## src/rtl/jogo_pkg.sv

```systemverilog
// Constants shared across the Memory Challenge datapath.
package jogo_pkg;

    localparam logic MODO_MANUAL    = 1'b0;
    localparam logic MODO_VARREDURA = 1'b1;

endpackage

```

## src/rtl/mux_nx1_varredura_if.sv

```systemverilog
// Channel-selector bus: packed channel words and controls in, selected word and status out.
interface mux_nx1_varredura_if #(
    parameter int unsigned N = 4,
    parameter int unsigned W = 4
);
    localparam int unsigned SEL_W = $clog2(N);

    logic [N*W-1:0]   dados;
    logic [SEL_W-1:0] sel;
    logic             carrega_sel;
    logic             modo;
    logic             habilita;
    logic [W-1:0]     saida;
    logic [SEL_W-1:0] canal;
    logic             valido;
    logic             fim_varredura;

    modport master (
        output dados, sel, carrega_sel, modo, habilita,
        input  saida, canal, valido, fim_varredura
    );

    modport slave (
        input  dados, sel, carrega_sel, modo, habilita,
        output saida, canal, valido, fim_varredura
    );

endinterface

```

## src/rtl/contador_m.sv

```systemverilog
// Modulo-M counter with enable and sync clear; fim flags the wrap cycle (combinational).
module contador_m #(
    parameter int unsigned M = 4,
    localparam int unsigned CW = (M > 1) ? $clog2(M) : 1
) (
    input  logic clock,
    input  logic reset,
    input  logic habilita,
    input  logic limpa,
    output logic fim
);

    localparam logic [CW-1:0] ULTIMO = CW'(M - 1);

    logic [CW-1:0] contagem_q, contagem_d;

    always_comb begin
        fim        = habilita && !limpa && (contagem_q == ULTIMO);
        contagem_d = contagem_q;
        if (limpa) begin
            contagem_d = '0;
        end else if (habilita) begin
            contagem_d = fim ? '0 : contagem_q + 1'b1;
        end
    end

    always_ff @(posedge clock) begin
        if (reset) begin
            contagem_q <= '0;
        end else begin
            contagem_q <= contagem_d;
        end
    end

endmodule

```

## src/rtl/mux_nx1_varredura.sv

```systemverilog
// Registered N-to-1 word selector with manual channel load or prescaled automatic scan.
module mux_nx1_varredura
    import jogo_pkg::*;
#(
    parameter int unsigned N        = 4,
    parameter int unsigned W        = 4,
    parameter int unsigned PRESCALE = 50000,
    localparam int unsigned SEL_W   = $clog2(N)
) (
    input logic                  clock,
    input logic                  reset,
    mux_nx1_varredura_if.slave   bus
);

    localparam logic [SEL_W:0]   NUM_CH = (SEL_W + 1)'(N);
    localparam logic [SEL_W-1:0] ULTIMO = SEL_W'(N - 1);

    logic [SEL_W-1:0] canal_q, canal_d;
    logic [W-1:0]     saida_q, saida_d;
    logic             valido_q, valido_d;
    logic             fim_q, fim_d;
    logic             modo_q;

    logic entra_varredura;
    logic limpa_presc;
    logic habilita_presc;
    logic tick;

    // Entering scan restarts at channel 0 with a fresh prescaler and suppresses the tick.
    assign entra_varredura = (bus.modo == MODO_VARREDURA) && (modo_q == MODO_MANUAL);
    assign limpa_presc     = (bus.modo == MODO_MANUAL) || entra_varredura;
    assign habilita_presc  = (bus.modo == MODO_VARREDURA) && bus.habilita;

    contador_m #(
        .M (PRESCALE)
    ) u_prescaler (
        .clock    (clock),
        .reset    (reset),
        .habilita (habilita_presc),
        .limpa    (limpa_presc),
        .fim      (tick)
    );

    always_comb begin
        canal_d = canal_q;
        fim_d   = 1'b0;
        if (entra_varredura) begin
            canal_d = '0;
        end else if (bus.modo == MODO_MANUAL) begin
            if (bus.carrega_sel) begin
                canal_d = bus.sel;
            end
        end else if (tick) begin
            // Out-of-range indices also wrap to 0.
            canal_d = (canal_q >= ULTIMO) ? '0 : canal_q + 1'b1;
            fim_d   = (canal_q == ULTIMO);
        end
    end

    always_comb begin
        if ({1'b0, canal_q} < NUM_CH) begin
            saida_d  = bus.dados[canal_q * W +: W];
            valido_d = 1'b1;
        end else begin
            saida_d  = '1;
            valido_d = 1'b0;
        end
    end

    always_ff @(posedge clock) begin
        if (reset) begin
            canal_q  <= '0;
            saida_q  <= '0;
            valido_q <= 1'b0;
            fim_q    <= 1'b0;
            modo_q   <= MODO_MANUAL;
        end else begin
            canal_q  <= canal_d;
            saida_q  <= saida_d;
            valido_q <= valido_d;
            fim_q    <= fim_d;
            modo_q   <= bus.modo;
        end
    end

    assign bus.saida         = saida_q;
    assign bus.canal         = canal_q;
    assign bus.valido        = valido_q;
    assign bus.fim_varredura = fim_q;

endmodule
```

## src/flat_wrapper.sv

```systemverilog
// flat-port wrapper written by rule: the top's interface ports become plain ports
module mux_nx1_varredura_flat import jogo_pkg::*;
#(
    parameter int unsigned N        = 4,
    parameter int unsigned W        = 4,
    parameter int unsigned PRESCALE = 50000,
    localparam int unsigned SEL_W   = $clog2(N)
)
  (clock, reset, bus_dados, bus_sel, bus_carrega_sel, bus_modo, bus_habilita, bus_saida, bus_canal, bus_valido, bus_fim_varredura);
  mux_nx1_varredura_if #(.N(N), .W(W)) bus_i ();
  input logic clock;
  input logic reset;
  input wire logic [$bits(bus_i.dados)-1:0] bus_dados;
  input wire logic [$bits(bus_i.sel)-1:0] bus_sel;
  input wire logic [$bits(bus_i.carrega_sel)-1:0] bus_carrega_sel;
  input wire logic [$bits(bus_i.modo)-1:0] bus_modo;
  input wire logic [$bits(bus_i.habilita)-1:0] bus_habilita;
  output wire logic [$bits(bus_i.saida)-1:0] bus_saida;
  output wire logic [$bits(bus_i.canal)-1:0] bus_canal;
  output wire logic [$bits(bus_i.valido)-1:0] bus_valido;
  output wire logic [$bits(bus_i.fim_varredura)-1:0] bus_fim_varredura;
  assign bus_i.dados = bus_dados;
  assign bus_i.sel = bus_sel;
  assign bus_i.carrega_sel = bus_carrega_sel;
  assign bus_i.modo = bus_modo;
  assign bus_i.habilita = bus_habilita;
  assign bus_saida = bus_i.saida;
  assign bus_canal = bus_i.canal;
  assign bus_valido = bus_i.valido;
  assign bus_fim_varredura = bus_i.fim_varredura;
  mux_nx1_varredura #(.N(N), .W(W), .PRESCALE(PRESCALE)) u_core (.clock(clock), .reset(reset), .bus(bus_i));
endmodule
```

## config.mk

```make
export PLATFORM = sky130hd
export DESIGN_NAME = mux_nx1_varredura_flat
export DESIGN_NICKNAME = d
export VERILOG_FILES = /design/src/rtl/jogo_pkg.sv /design/src/rtl/mux_nx1_varredura_if.sv /design/src/rtl/contador_m.sv /design/src/rtl/mux_nx1_varredura.sv /design/src/flat_wrapper.sv
export SDC_FILE = /design/constraint.sdc
export NUM_CORES = 1
export LEC_CHECK = 0
export ABC_AREA = 1
export BUFFER_PORTS_ARGS = -buffer_cell sky130_fd_sc_hd__buf_2
export CAP_MARGIN = 15
export CORE_MARGIN = 4
export CORE_UTILIZATION = 48
export DETAILED_ROUTE_END_ITERATION = 6
export HOLD_SLACK_MARGIN = 0.08
export PLACE_DENSITY = 0.84
export SYNTH_ARGS = -nofsm -noshare
export SYNTH_HDL_FRONTEND = slang
export SYNTH_HIERARCHICAL = 1
export SYNTH_SLANG_ARGS = --single-unit
```

## constraint.sdc

```tcl
create_clock -name clock -period 4.6 [get_ports clock]
set_input_delay 0 -clock clock [delete_from_list [all_inputs] [get_ports clock]]
set_output_delay 0 -clock clock [all_outputs]
set_load 0.1 [all_outputs]
```

## Yosys cells after proc, flatten, opt, wreduce, memory -nomap -nowiden

Index checks and enable logic that the tools add are counted.

| operators by class | value |
|---|---|
| $lt $le $gt $ge | 1 |
| multiplexer cells | 6 |
| equality and inequality tests | 3 |
| reduce and logical (&&, ||, !) cells | 11 |
| shift operators | 1 |
| bitwise operators | 3 |
| $add $sub $neg | 2 |

Operator list:

| kind | count |
|---|---|
| 16-bit by 1-bit adder with 16-bit output, second input constant | 1 |
| 16-bit equality test, second input constant | 1 |
| 16-bit two-way mux | 1 |
| 16-bit by 5-bit indexed part select with 4-bit output | 1 |
| 2-bit two-way mux | 4 |
| 1-bit logical AND | 4 |
| 2-bit OR reduction | 2 |
| 4-bit OR reduction | 1 |
| 1-bit NOT | 3 |
| 2-bit by 1-bit adder with 2-bit output, second input constant | 1 |
| 2-bit equality test, second input constant | 1 |
| 2-bit greater-or-equal comparator, second input constant | 1 |
| 2-bit by 1-bit != test with 1-bit output, second input constant | 1 |
| 2-bit AND reduction | 1 |
| 2-bit nonzero test | 1 |
| 1-bit logical NOT | 1 |
| 1-bit logical OR | 1 |
| 1-bit two-way mux | 1 |

| word-level totals | value |
|---|---|
| logic and storage cells | 33 |
| output and inout port bits | 8 |
| bits of input ports | 23 |
| register bits | 25 |

## Longest topological paths before layout

Gate-level depths: netlist of the first run.

| depth | value |
|---|---|
| depth in word-level cells | 8 |
| depth in mapped cells | 11 |
| gate-level depth less buffers | 10 |

## By module

Netlist of the first run, hierarchy kept.

By module, submodules not included:

| module | times used | seq. area each (µm²) | cells an instance | area each (µm²) |
|---|---|---|---|---|
| contador_m | 1 | 320.3 | 137 | 950.9 |
| mux_nx1_varredura | 1 | 180.2 | 85 | 508.0 |

## Worst setup path before layout of the first run

OpenSTA, ideal clock, no wires.

| path | value |
|---|---|
| kind | reg2reg |
| start point | register u_core.canal_q[1], in the netlist u_core/bus.canal[1] |
| end point | register u_core.canal_q[1], in the netlist u_core/bus.canal[1] |
| buffers on the path | 0 |
| setup slack | 2869 ps |
| setup time | 111 ps |
| data arrival time | 1619 ps |
| period minus slack after synthesis | 1731 ps |
| stages on the path, launching flop included | 6 |
| data required time | 4489 ps |
| cells stage by stage | dfxtp_1 ha_1 nand2_1 nand2_1 nor2_1 nor2_1 |

| between the ends | value |
|---|---|
| word-level cells in the longest chain between the ends | 4 |
| elaborated cells on any way between the ends | 5 |
| classes of those cells | add/sub (1); order compare (1); mux (3) |

Ends and longest elaborated chain:

| item | line | source |
|---|---|---|
| start: declaration | mux_nx1_varredura.sv:18 | `logic [SEL_W-1:0] canal_q, canal_d;` |
| start signal: assignment | mux_nx1_varredura.sv:78 | `canal_q <= canal_d;` |
| 2-bit by 1-bit adder with 2-bit output or 2-bit greater-or-equal comparator (tied branches) | mux_nx1_varredura.sv:55 | `canal_d = (canal_q >= ULTIMO) ? '0 : canal_q + 1'b1;` |
| 2-bit two-way mux * | mux_nx1_varredura.sv:55 |  |
| 2-bit two-way mux * | mux_nx1_varredura.sv:53 | `end else if (tick) begin` |
| 2-bit two-way mux * | mux_nx1_varredura.sv:49 | `end else if (bus.modo == MODO_MANUAL) begin` |

Every way passes the cells marked *; elsewhere a longest branch is shown, timed or not. The select of a mux whose other input is x is not followed.
A chain may end at the register's enable or synchronous reset.

## Worst setup path after layout of the first run

| path | value |
|---|---|
| start point | input bus_modo |
| end point | register u_core.canal_q[1], in the netlist u_core/bus.canal[1] |

| between the ends | value |
|---|---|
| elaborated cells on any way between the ends | 12 |
| classes of those cells | eq/ne (1); mux (1); bitwise (1); reduce/logical (9) |

RTL lines:

| item | line | source |
|---|---|---|
| start: declaration | flat_wrapper.sv:16 | `input wire logic [$bits(bus_i.modo)-1:0] bus_modo;` |
| 1-bit logical AND | mux_nx1_varredura.sv:32 | `assign habilita_presc = (bus.modo == MODO_VARREDURA) && bus.habilita;` |
| via u_core.habilita_presc | mux_nx1_varredura.sv:26 | `logic habilita_presc;` |
| 1-bit logical AND (2 in a row) | contador_m.sv:18 | `fim = habilita && !limpa && (contagem_q == ULTIMO);` |
| via u_core.tick | mux_nx1_varredura.sv:27 | `logic tick;` |
| 2-bit by 1-bit != test with 1-bit output (no source line) | - |  |
| 2-bit AND reduction (no source line) | - |  |

The timed path passes the listed nets, and every way through them passes these cells.

==> results.sh, run 1 <==
export IMPL_viasPerCell=5.15
export IMPL_dieArea_um2=3990
export IMPL_drt_first_pass_iters=4
export IMPL_vias=1559
export IMPL_ys_ff_latch=25
export IMPL_cts_tree="done"
export IMPL_netlist_area_um2=1460
export IMPL_slew_headroom_pct=67.1
export IMPL_p_leak_nw=0.863
export IMPL_p_sw_uw=134
export IMPL_crit_arrival_ns=3.17
export IMPL_fill_cells=220
export IMPL_grtUsageTotal_pct=20.7
export IMPL_synth_fp_nets=247
export IMPL_r2r_start="u_core/u_prescaler/contagem_q[0]"
export IMPL_p_comb_share_pct=20.6
export IMPL_final_area_um2=1850
export IMPL_clock_path_buffers=2
export IMPL_status="finished, final reports clean"
export IMPL_drive_gt1_share_pct=24.3
export IMPL_crit_path_start_kind="input port"
export IMPL_tightest_slew_ns=0.497
export IMPL_core_area_um2=2830
export IMPL_cts_made_buffers=3
export IMPL_clock_sinks=25
export IMPL_peakVddDrop_mv=0.189
export IMPL_first_global_vias=1578
export IMPL_netSwitchingFraction_pct=31.9
export IMPL_ant_nets=0
export IMPL_maxSlewViolCount=0
export IMPL_final_hold_violation_count=0
export IMPL_drc_errors=0
export IMPL_setup_viol=0
export IMPL_r2r_cells=11
export IMPL_reg2reg_slack_ns=1.79
export IMPL_syn_to_final_growth_pct=27.0
export IMPL_h_tree_depth=1
export IMPL_num_antenna_cells=0
export IMPL_end_kind="flip-flop"
export IMPL_whs_endpoint="u_core/u_prescaler/contagem_q[2]"
export IMPL_dpl_instance_area_um2=1630
export IMPL_place_congestion=0.879
export IMPL_min_period_over_period_pct=63.4
export IMPL_crit_required_ns=4.85
export IMPL_ys_seq_area_share_pct=34.3
export IMPL_routed_wl_um=3680
export IMPL_synth_cell_type_count=27
export IMPL_hp_start="bus_habilita"
export IMPL_clk_pin_slew_ns=0.16
export IMPL_cts_setup_buffers=0
export IMPL_post_dp_hpwl_um=2400
export IMPL_grt_pass1_wl_um=6710
export IMPL_min_period_ns=2.92
export IMPL_initial_core_util_pct=51.6
export IMPL_port_buffers=30
export IMPL_die_h_um=63.1
export IMPL_avgSynthCellArea_um2=6.57
export IMPL_drt_iter0_markers=81
export IMPL_nNetsFinal=298
export IMPL_die_w_um=63.1
export IMPL_setup_tns_ns=0
export IMPL_powerDensity_nw_per_um2=227
export IMPL_grtUsageMet3_pct=6.22
export IMPL_fmax_ghz=0.343
export IMPL_crit_type="in2reg"
export IMPL_p_seq_share_pct=53.4
export IMPL_antenna_found_initial=0
export IMPL_cts_resized=0
export IMPL_io_pins=31
export IMPL_finalClockSkew_ns=0.0185
export IMPL_core_rowCount=19
export IMPL_min_path_type="in2reg"
export IMPL_met2_usage_pct=36.4
export IMPL_internal_power_uw=287
export IMPL_syn_inst=222
export IMPL_yosys_warnings=6
export IMPL_clock_latency_ns=0.34
export IMPL_drv_cap=0
export IMPL_critical_path_max_fanout=7
export IMPL_root_buffer="clkbuf_4"
export IMPL_holdPathStages=5
export IMPL_top_usage_layer="met2"
export IMPL_grt_max_degree=17
export IMPL_cts_hold_buffers=19
export IMPL_worstReg2RegEnd="u_core/bus.canal[1]"
export IMPL_clkPwrFrac_pct=26.0
export IMPL_gr_usage_met1_pct=23.2
export IMPL_overflow=0
export IMPL_rsz0062_at_grt="false"
export IMPL_wl_per_cell_um=12.2
worst max path at each step:
| stage | from | end | slack (ns) | cells after the start |
|---|---|---|---|---|
| 2_1_floorplan | u_core/bus.canal[1] | u_core/bus.canal[1] | 2.87 | 5 |
| 5_1_grt | bus_modo | u_core/bus.canal[1] | 1.54 | 12 |
| 3_5_place_dp | u_core/u_prescaler/contagem_q[0] | u_core/bus.canal[0] | 2.98 | 9 |
| 4_1_cts | bus_modo | u_core/bus.canal[1] | 1.78 | 12 |
| 3_3_place_gp | u_core/u_prescaler/contagem_q[0] | u_core/bus.canal[0] | 3.03 | 9 |
| 6_report | bus_modo | u_core/bus.canal[1] | 1.68 | 12 |
synthesized netlist by cell type, drive strengths merged:
cell | n | area share [%]
inv | 44 | 11
dfxtp | 25 | 34
xnor2 | 2 | 1.2
o21ai | 5 | 1.7
ha | 2 | 1.7
and2 | 1 | 0.60
a31o | 1 | 0.60
nor3 | 2 | 0.69
nand3b | 1 | 0.51
buf | 2 | 0.86
clkbuf | 1 | 0.26
mux2i | 1 | 0.69
nand2 | 61 | 18
nor4 | 2 | 0.86
xor2 | 3 | 1.8
nand4 | 4 | 1.7
nand3 | 18 | 6.5
nor2 | 39 | 14
a21oi | 8 | 2.7
flip-flops by register name, indices dropped and copies added (netlist names):
name and flops:
u_core/bus.fim_varredura 1, u_core/bus.canal 2, u_core/u_prescaler/contagem_q 16, u_core/bus.valido 1, u_core/modo_q 1, u_core/bus.saida 4
kinds of logic (layout without fill, tap and decap cells):
| family | Yosys count | count (layout) | synth area share [%] |
|---|---|---|---|
| buffers and inverters | 47 | 97 | 12.4 |
| and+or+nand+nor | 128 | 128 | 42.8 |
| adders and majority gates | 2 | 2 | 1.71 |
| xor gates and xnor gates | 5 | 5 | 3.00 |
| DFF | 25 | 25 | 34.3 |
| muxes | 1 | 1 | 0.686 |
| AOI/OAI and AO/OA | 14 | 14 | 5.06 |
metal layers:
| layer | up-vias | part of all wire (%) | routed length (um) |
|---|---|---|---|
| met2 | 57 | 49 | 1800 |
| met5 | - | 0 | 0 |
| met3 | 21 | 6.2 | 227 |
| met4 | 0 | 3.2 | 118 |
| met1 | 704 | 42 | 1540 |
| li1 | 777 | - | - |
power by group through the flow:
stage | Clock [mW] | Sequential [mW] | Combinational, mW
final | 0.109 | 0.225 | 0.0866
after global routing | 0.123 | 0.226 | 0.0927
after CTS | 0.113 | 0.225 | 0.0825
after detailed placement | 0 | 0.229 | 0.0693
after global placement | 0 | 0.229 | 0.0686
after floorplan | 0 | 0.259 | 0.0227
cells in the final DEF, fill, tap and decap left out, drive strengths merged:
cell / n
nand3b: 1
xnor2: 2
a31o: 1
nand2: 61
dfxtp: 25
o21ai: 5
and2: 1
mux2i: 1
nand3: 18
inv: 45
nand4: 4
dlygate4sd3: 19
a21oi: 8
ha: 2
clkbuf: 3
nor4: 2
xor2: 3
nor3: 2
nor2: 39
buf: 30
worst max-delay path: stages:
cell	delay [ns]
dlygate4sd3_1	0.51
buf_2	0.18
nand2_1	0.07
inv_1	0.20
nand3_1	0.21
nor4_1	0.41
nand2_2	0.14
and2_4	0.18
nor2_1	0.10
dlygate4sd3_1	0.57
nor2_1	0.05
dlygate4sd3_1	0.55
area by class of cell:
class | count | area (um2) | share of cell area, %
multi-input cells | 150 | 777 | 41.9
flip-flops and latches | 25 | 500 | 27.0
repair buffers | 49 | 340 | 18.4
inverters | 44 | 165 | 8.91
well taps | 31 | 38.8 | 2.09
clock buffers | 3 | 22.5 | 1.22
clock inverters | 1 | 8.76 | 0.473
through the flow:
step	utilization (%)	cells	hold slack [ns]	setup slack, ns	power [mW]
6_report	65.5	303	0.162	1.68	0.421
5_1_grt	65.5	303	0.215	1.54	0.441
4_1_cts	65.5	303	0.157	1.78	0.420
3_5_place_dp	57.7	280	0.259	2.98	0.299
2_1_floorplan	-	222	0.127	2.87	0.281
3_3_place_gp	57.7	280	0.263	3.03	0.298
(Power assumes the default switching activity.)
==> run 2, diff against run 1 <==
--- a/config.mk
+++ b/config.mk
@@ -12,7 +12,7 @@
 export CORE_UTILIZATION = 48
 export DETAILED_ROUTE_END_ITERATION = 6
 export HOLD_SLACK_MARGIN = 0.08
-export PLACE_DENSITY = 0.84
+export PLACE_DENSITY = 0.86
 export SYNTH_ARGS = -nofsm -noshare
 export SYNTH_HDL_FRONTEND = slang
 export SYNTH_HIERARCHICAL = 1
==> constraint.sdc (replaced) <==
create_clock -name clock -period 2.5 [get_ports clock]
set_input_delay 0 -clock clock [delete_from_list [all_inputs] [get_ports clock]]
set_output_delay 0 -clock clock [all_outputs]
set_load 0.1 [all_outputs]
==> run 2 against run 1 <==
Global-route usage up 0.47 points. Critical path depth shrank 1. Die area unchanged. Register-to-register slack worse by 1.6 ns. Final cell count down 0.33%. Clock skew shrank 0.0026 ns. Via count up 0.38%. Clock-buffer cell count unchanged. First-iteration DRC count increased by 12%. Setup slack got worse by 1.6 ns. Critical endpoint unchanged. Largest power group unchanged.
==> results.sh, run 2 (same netlist as run 1, synthesis figures left out) <==
export IMPL_nNetsFinal=297
export IMPL_crit_family="buffers and inverters"
export IMPL_crit_arrival_ns=2.61
export IMPL_crit_buf_inv=4
export IMPL_pre_cts_ws_ns=0.895
export IMPL_clock_latency_ns=0.33
export IMPL_drc_errors=0
export IMPL_h_tree_depth=1
export IMPL_clkPwrFrac_pct=25.1
export IMPL_p_leak_nw=0.856
export IMPL_holdWs_ns=0.204
export IMPL_layout_cells_most_common_list="51 x nand2_1, 37 x inv_1, 30 x buf_2"
export IMPL_grt_max_degree=15
export IMPL_io_pins=31
export IMPL_max_stage_delay_ns=0.54
export IMPL_clock_sinks=25
export IMPL_powerDensity_nw_per_um2=414
export IMPL_cts_tree="done"
export IMPL_root_buffer="clkbuf_4"
export IMPL_crit_required_ns=2.74
export IMPL_fin_ws_ns=0.130
export IMPL_die_w_um=63.1
export IMPL_overflow=0
export IMPL_clock_path_buffers=2
export IMPL_regMostFlops="u_core/u_prescaler/contagem_q"
export IMPL_ant_nets=0
export IMPL_maxSlewViolCount=0
export IMPL_cpMaxStageDelayCell="dlygate4sd3_1"
export IMPL_vias=1565
export IMPL_drv_cap=0
export IMPL_antenna_found_initial=0
export IMPL_initial_core_util_pct=51.6
export IMPL_internal_power_uw=521
export IMPL_largest_reg_flops=16
export IMPL_die_h_um=63.1
export IMPL_cp_cell_sequence="dlygate4sd3_1, buf_2, nand2_1, inv_1, nand3_1, nor4_2, nand2_2, and2_4, nor2_1, nor2_1, dlygate4sd3_1"
export IMPL_clk_pin_slew_ns=0.16
export IMPL_first_global_vias=1598
export IMPL_p_seq_share_pct=54.1
export IMPL_syn_to_final_growth_pct=26.5
export IMPL_num_antenna_cells=0
export IMPL_end_kind="flip-flop"
export IMPL_core_rowCount=19
export IMPL_crit_path_start_kind="input port"
export IMPL_dpl_instance_area_um2=1630
export IMPL_final_hold_violation_count=0
export IMPL_min_path_type="in2reg"
export IMPL_fmax_ghz=0.422
export IMPL_final_common_cell="nand2_1"
export IMPL_p_comb_share_pct=20.8
export IMPL_final_area_um2=1850
export IMPL_drt_iter0_markers=91
export IMPL_status="finished, final reports clean"
export IMPL_tightest_slew_ns=0.491
export IMPL_p_sw_uw=243
export IMPL_drt_first_pass_iters=4
export IMPL_crit_type="in2reg"
export IMPL_finalClockSkew_ns=0.0160
export IMPL_drive_gt1_share_pct=24.7
export IMPL_port_buffers=30
export IMPL_final_cells=302
export IMPL_core_area_um2=2830
export IMPL_min_period_over_period_pct=94.8
export IMPL_place_congestion=0.938
export IMPL_dieArea_um2=3990
export IMPL_netSwitchingFraction_pct=31.8
export IMPL_critical_path_max_fanout=7
export IMPL_setup_viol=0
export IMPL_viasPerCell=5.18
export IMPL_dp_cells=280
export IMPL_peakVddDrop_mv=0.319
export IMPL_min_period_ns=2.37
export IMPL_power_uw=765
export IMPL_grt_pass1_wl_um=6710
export IMPL_routed_wl_um=4040
export IMPL_grtUsageTotal_pct=21.2
export IMPL_post_dp_hpwl_um=2430
export IMPL_cts_made_buffers=3
export IMPL_wl_per_cell_um=13.4
export IMPL_slew_headroom_pct=67.5
==> run 2: cell count changes in the layout (fill, tap and decap cells not counted), sizes merged <==
cell,previous run,this run
clkinv,0,1
dlygate4sd3,19,18
inv,45,44
==> run 2: worst paths after layout <==
path / startpoint / cells past startpoint / slack (ns) / endpoint
min: bus_habilita / 5 / 0.20 / u_core/u_prescaler/contagem_q[1]
max: bus_modo / 11 / 0.13 / u_core/bus.canal[1]
max reg2reg: u_core/bus.canal[0] / 6 / 0.20 / u_core/bus.saida[0]
min reg2reg: u_core/modo_q / 2 / 0.53 / u_core/bus.fim_varredura
==> run 2: power by group through the flow <==
stage	clock network, mW	registers (mW)	logic (mW)
finish	0.192	0.414	0.159
global route	0.214	0.415	0.169
CTS	0.193	0.414	0.151
detailed placement	0	0.422	0.128
global placement	0	0.422	0.126
floorplan	0	0.476	0.0418
==> run 2: per-layer routing <==
metal	vias to the layer above	global-route usage (%)	share of wire, %
li1	773	-	-
met1	706	23.1	39
met2	74	39.8	51
met3	12	4.09	7.5
met4	0	8.26	2.4
met5	-	0	0
==> run 2: through the flow <==
stage | TNS (ns) | util [%]
3_3_place_gp | 0 | 57.7
6_report | 0 | 65.2
2_1_floorplan | 0 | -
5_1_grt | -0.0668 | 65.2
4_1_cts | 0 | 65.0
3_5_place_dp | 0 | 57.7
==> run 2: area by class of cell <==
class,instances,area (um2)
Multi-Input combinational cell,150,783
Clock inverter,1,5.00
Fill cell,216,983
Tap cell,31,38.8
Inverter,44,165
Clock buffer,3,22.5
Timing Repair Buffer,48,330
Sequential cell,25,500
==> run 2: worst reg2reg max path: cells and delay by family (launching register included) <==
| family | cells | cell delay [ns] |
|---|---|---|
| compound gates | 1 | 0.13 |
| buf+inv | 3 | 1.33 |
| flops | 1 | 0.59 |
| simple gates | 2 | 0.18 |
==> run 2: timing repair <==
| item | CTS | global route |
|---|---|---|
| hold buffers | 18 | 0 |
| hold endpoints to repair | 9 | 0 |
| setup endpoints to repair | 0 | 2 |
| setup buffers | 0 | 0 |
| resized for setup | 0 | 1 |
==> run 3, diff against run 2 <==
--- a/config.mk
+++ b/config.mk
@@ -13,6 +13,7 @@
 export DETAILED_ROUTE_END_ITERATION = 6
 export HOLD_SLACK_MARGIN = 0.08
 export PLACE_DENSITY = 0.86
+export REMOVE_ABC_BUFFERS = 1
 export SYNTH_ARGS = -nofsm -noshare
 export SYNTH_HDL_FRONTEND = slang
 export SYNTH_HIERARCHICAL = 1
==> run 3 against run 2 <==
Sequential power hardly changed. Core utilization is 0.27 points lower. Clock skew is 0.0085 ns lower. Largest cell class unchanged. Non-clock buffer count stayed put. Register-to-register slack better by 0.03 ns. Final cell count stayed put. Maximum frequency is 2.4% higher. Clock-buffer cell count is 1 higher. Highest routed layer unchanged. Setup slack better by 0.056 ns. Global-route usage is 2.5 points lower.
==> results.sh, run 3 (same netlist as run 1, synthesis figures left out) <==
export IMPL_initial_core_util_pct=51.6
export IMPL_tightest_slew_ns=0.490
export IMPL_p_leak_nw=0.854
export IMPL_maxSlewViolCount=0
export IMPL_grt_pass1_wl_um=6020
export IMPL_crit_path_start_kind="input port"
export IMPL_setup_viol=0
export IMPL_cts_hold_buffers=18
export IMPL_num_antenna_cells=0
export IMPL_root_buffer="clkbuf_4"
export IMPL_max_stage_delay_ns=0.54
export IMPL_status="finished, final reports clean"
export IMPL_wl_per_cell_um=11.5
export IMPL_cts_made_buffers=3
export IMPL_viasPerCell=4.88
export IMPL_largest_reg_flops=16
export IMPL_clk_pin_slew_ns=0.13
export IMPL_h_tree_depth=1
export IMPL_ant_nets=0
export IMPL_finalClockSkew_ns=0.00742
export IMPL_syn_to_final_growth_pct=26.0
export IMPL_final_hold_violation_count=0
export IMPL_drt_first_pass_iters=4
export IMPL_end_kind="flip-flop"
export IMPL_place_congestion=0.857
export IMPL_multi_input_area_um2=777
export IMPL_final_common_cell="nand2_1"
export IMPL_crit_type="in2reg"
export IMPL_regMostFlops="u_core/u_prescaler/contagem_q"
export IMPL_dieArea_um2=3990
export IMPL_crit_arrival_ns=2.54
export IMPL_port_buffers=30
export IMPL_clock_latency_ns=0.32
export IMPL_powerDensity_nw_per_um2=406
export IMPL_post_dp_hpwl_um=2380
export IMPL_peakVddDrop_mv=0.308
export IMPL_min_path_type="in2reg"
export IMPL_layout_cells_most_common_list="51 x nand2_1, 37 x inv_1, 30 x buf_2"
export IMPL_slew_headroom_pct=67.6
export IMPL_setup_tns_ns=0
export IMPL_core_rowCount=19
export IMPL_antenna_found_initial=0
export IMPL_io_pins=31
export IMPL_cpMaxStageDelayCell="dlygate4sd3_1"
export IMPL_routed_wl_um=3480
export IMPL_drive_gt1_share_pct=24.0
export IMPL_drt_iter0_markers=61
export IMPL_grtUsageTotal_pct=18.7
export IMPL_cts_tree="done"
export IMPL_die_h_um=63.1
export IMPL_drv_cap=0
export IMPL_drc_errors=0
export IMPL_regArea_um2=500
export IMPL_overflow=0
export IMPL_die_w_um=63.1
export IMPL_grt_max_degree=14
export IMPL_nNetsFinal=297
export IMPL_min_period_over_period_pct=92.6
export IMPL_first_global_vias=1423
export IMPL_cts_resized=0
export IMPL_core_area_um2=2830
export IMPL_rsz0062_at_grt="false"
export IMPL_min_period_ns=2.31
export IMPL_critical_path_max_fanout=7
export IMPL_cp_cell_sequence="dlygate4sd3_1, buf_2, nand2_1, inv_1, nand3_1, nor4_1, nand2_2, and2_4, nor2_1, nor2_1, dlygate4sd3_1"
export IMPL_fill_cells=222
export IMPL_vias=1475
export IMPL_final_core_util_pct=65.0
export IMPL_clock_sinks=25
export IMPL_crit_required_ns=2.72
export IMPL_fmax_ghz=0.432
export IMPL_cts_setup_buffers=0
export IMPL_clock_path_buffers=2
export IMPL_holdWs_ns=0.240
-- run 3: changes by cell type in the layout (fill, tap and decap cells not counted), sizes merged --
| cell | before | now |
|---|---|---|
| clkinv | 1 | 0 |
| clkbuf | 3 | 4 |
-- run 3: per-layer routing --
layer  track usage, %  part of all wire, %
met4             6.89                  2.0
met1             21.2                   42
met2             34.1                   51
met5                0                    0
met3             3.91                  4.7
-- run 3: worst paths after layout --
path / startpoint / endpoint / slack [ns] / depth (start not counted)
worst min register to register: u_core/modo_q / u_core/bus.fim_varredura / 0.49 / 2
worst max register to register: u_core/bus.canal[0] / u_core/bus.saida[0] / 0.23 / 6
worst max-delay path: bus_modo / u_core/bus.canal[0] / 0.19 / 11
worst min-delay path: bus_habilita / u_core/u_prescaler/contagem_q[2] / 0.24 / 5
-- run 3: cell type report --
type	instances	area share, %
tap	31	2.11
timing repair buffer	48	18.0
sequential	25	27.2
inverter	44	8.99
multi-input combinational	150	42.3
clock buffer	4	1.43
-- run 3: worst max-delay path: cells and delay by family --
family | cells | cell delay (ns)
buf+inv | 4 | 1.44
simple gates | 7 | 1.09
-- run 3: stage by stage --
| step | cell area, um2 | setup slack (ns) | power [mW] | instances |
|---|---|---|---|---|
| finish | 1840 | 0.186 | 0.746 | 302 |
| detailed placement | 1630 | 0.922 | 0.550 | 280 |
| floorplan | 1440 | 0.695 | 0.514 | 219 |
| global placement | 1630 | 0.988 | 0.548 | 280 |
| CTS | 1840 | 0.220 | 0.745 | 302 |
| global route | 1840 | 0.0891 | 0.780 | 302 |
-- run 3: where the power goes --
group / switching (mW) / total (mW) / leakage [nW] / internal (mW)
Sequential: 0.00593 / 0.413 / 0.203 / 0.407
Combinational: 0.102 / 0.155 / 0.635 / 0.0538
Clock: 0.116 / 0.178 / 0.0150 / 0.0625
Total: 0.223 / 0.746 / 0.854 / 0.523
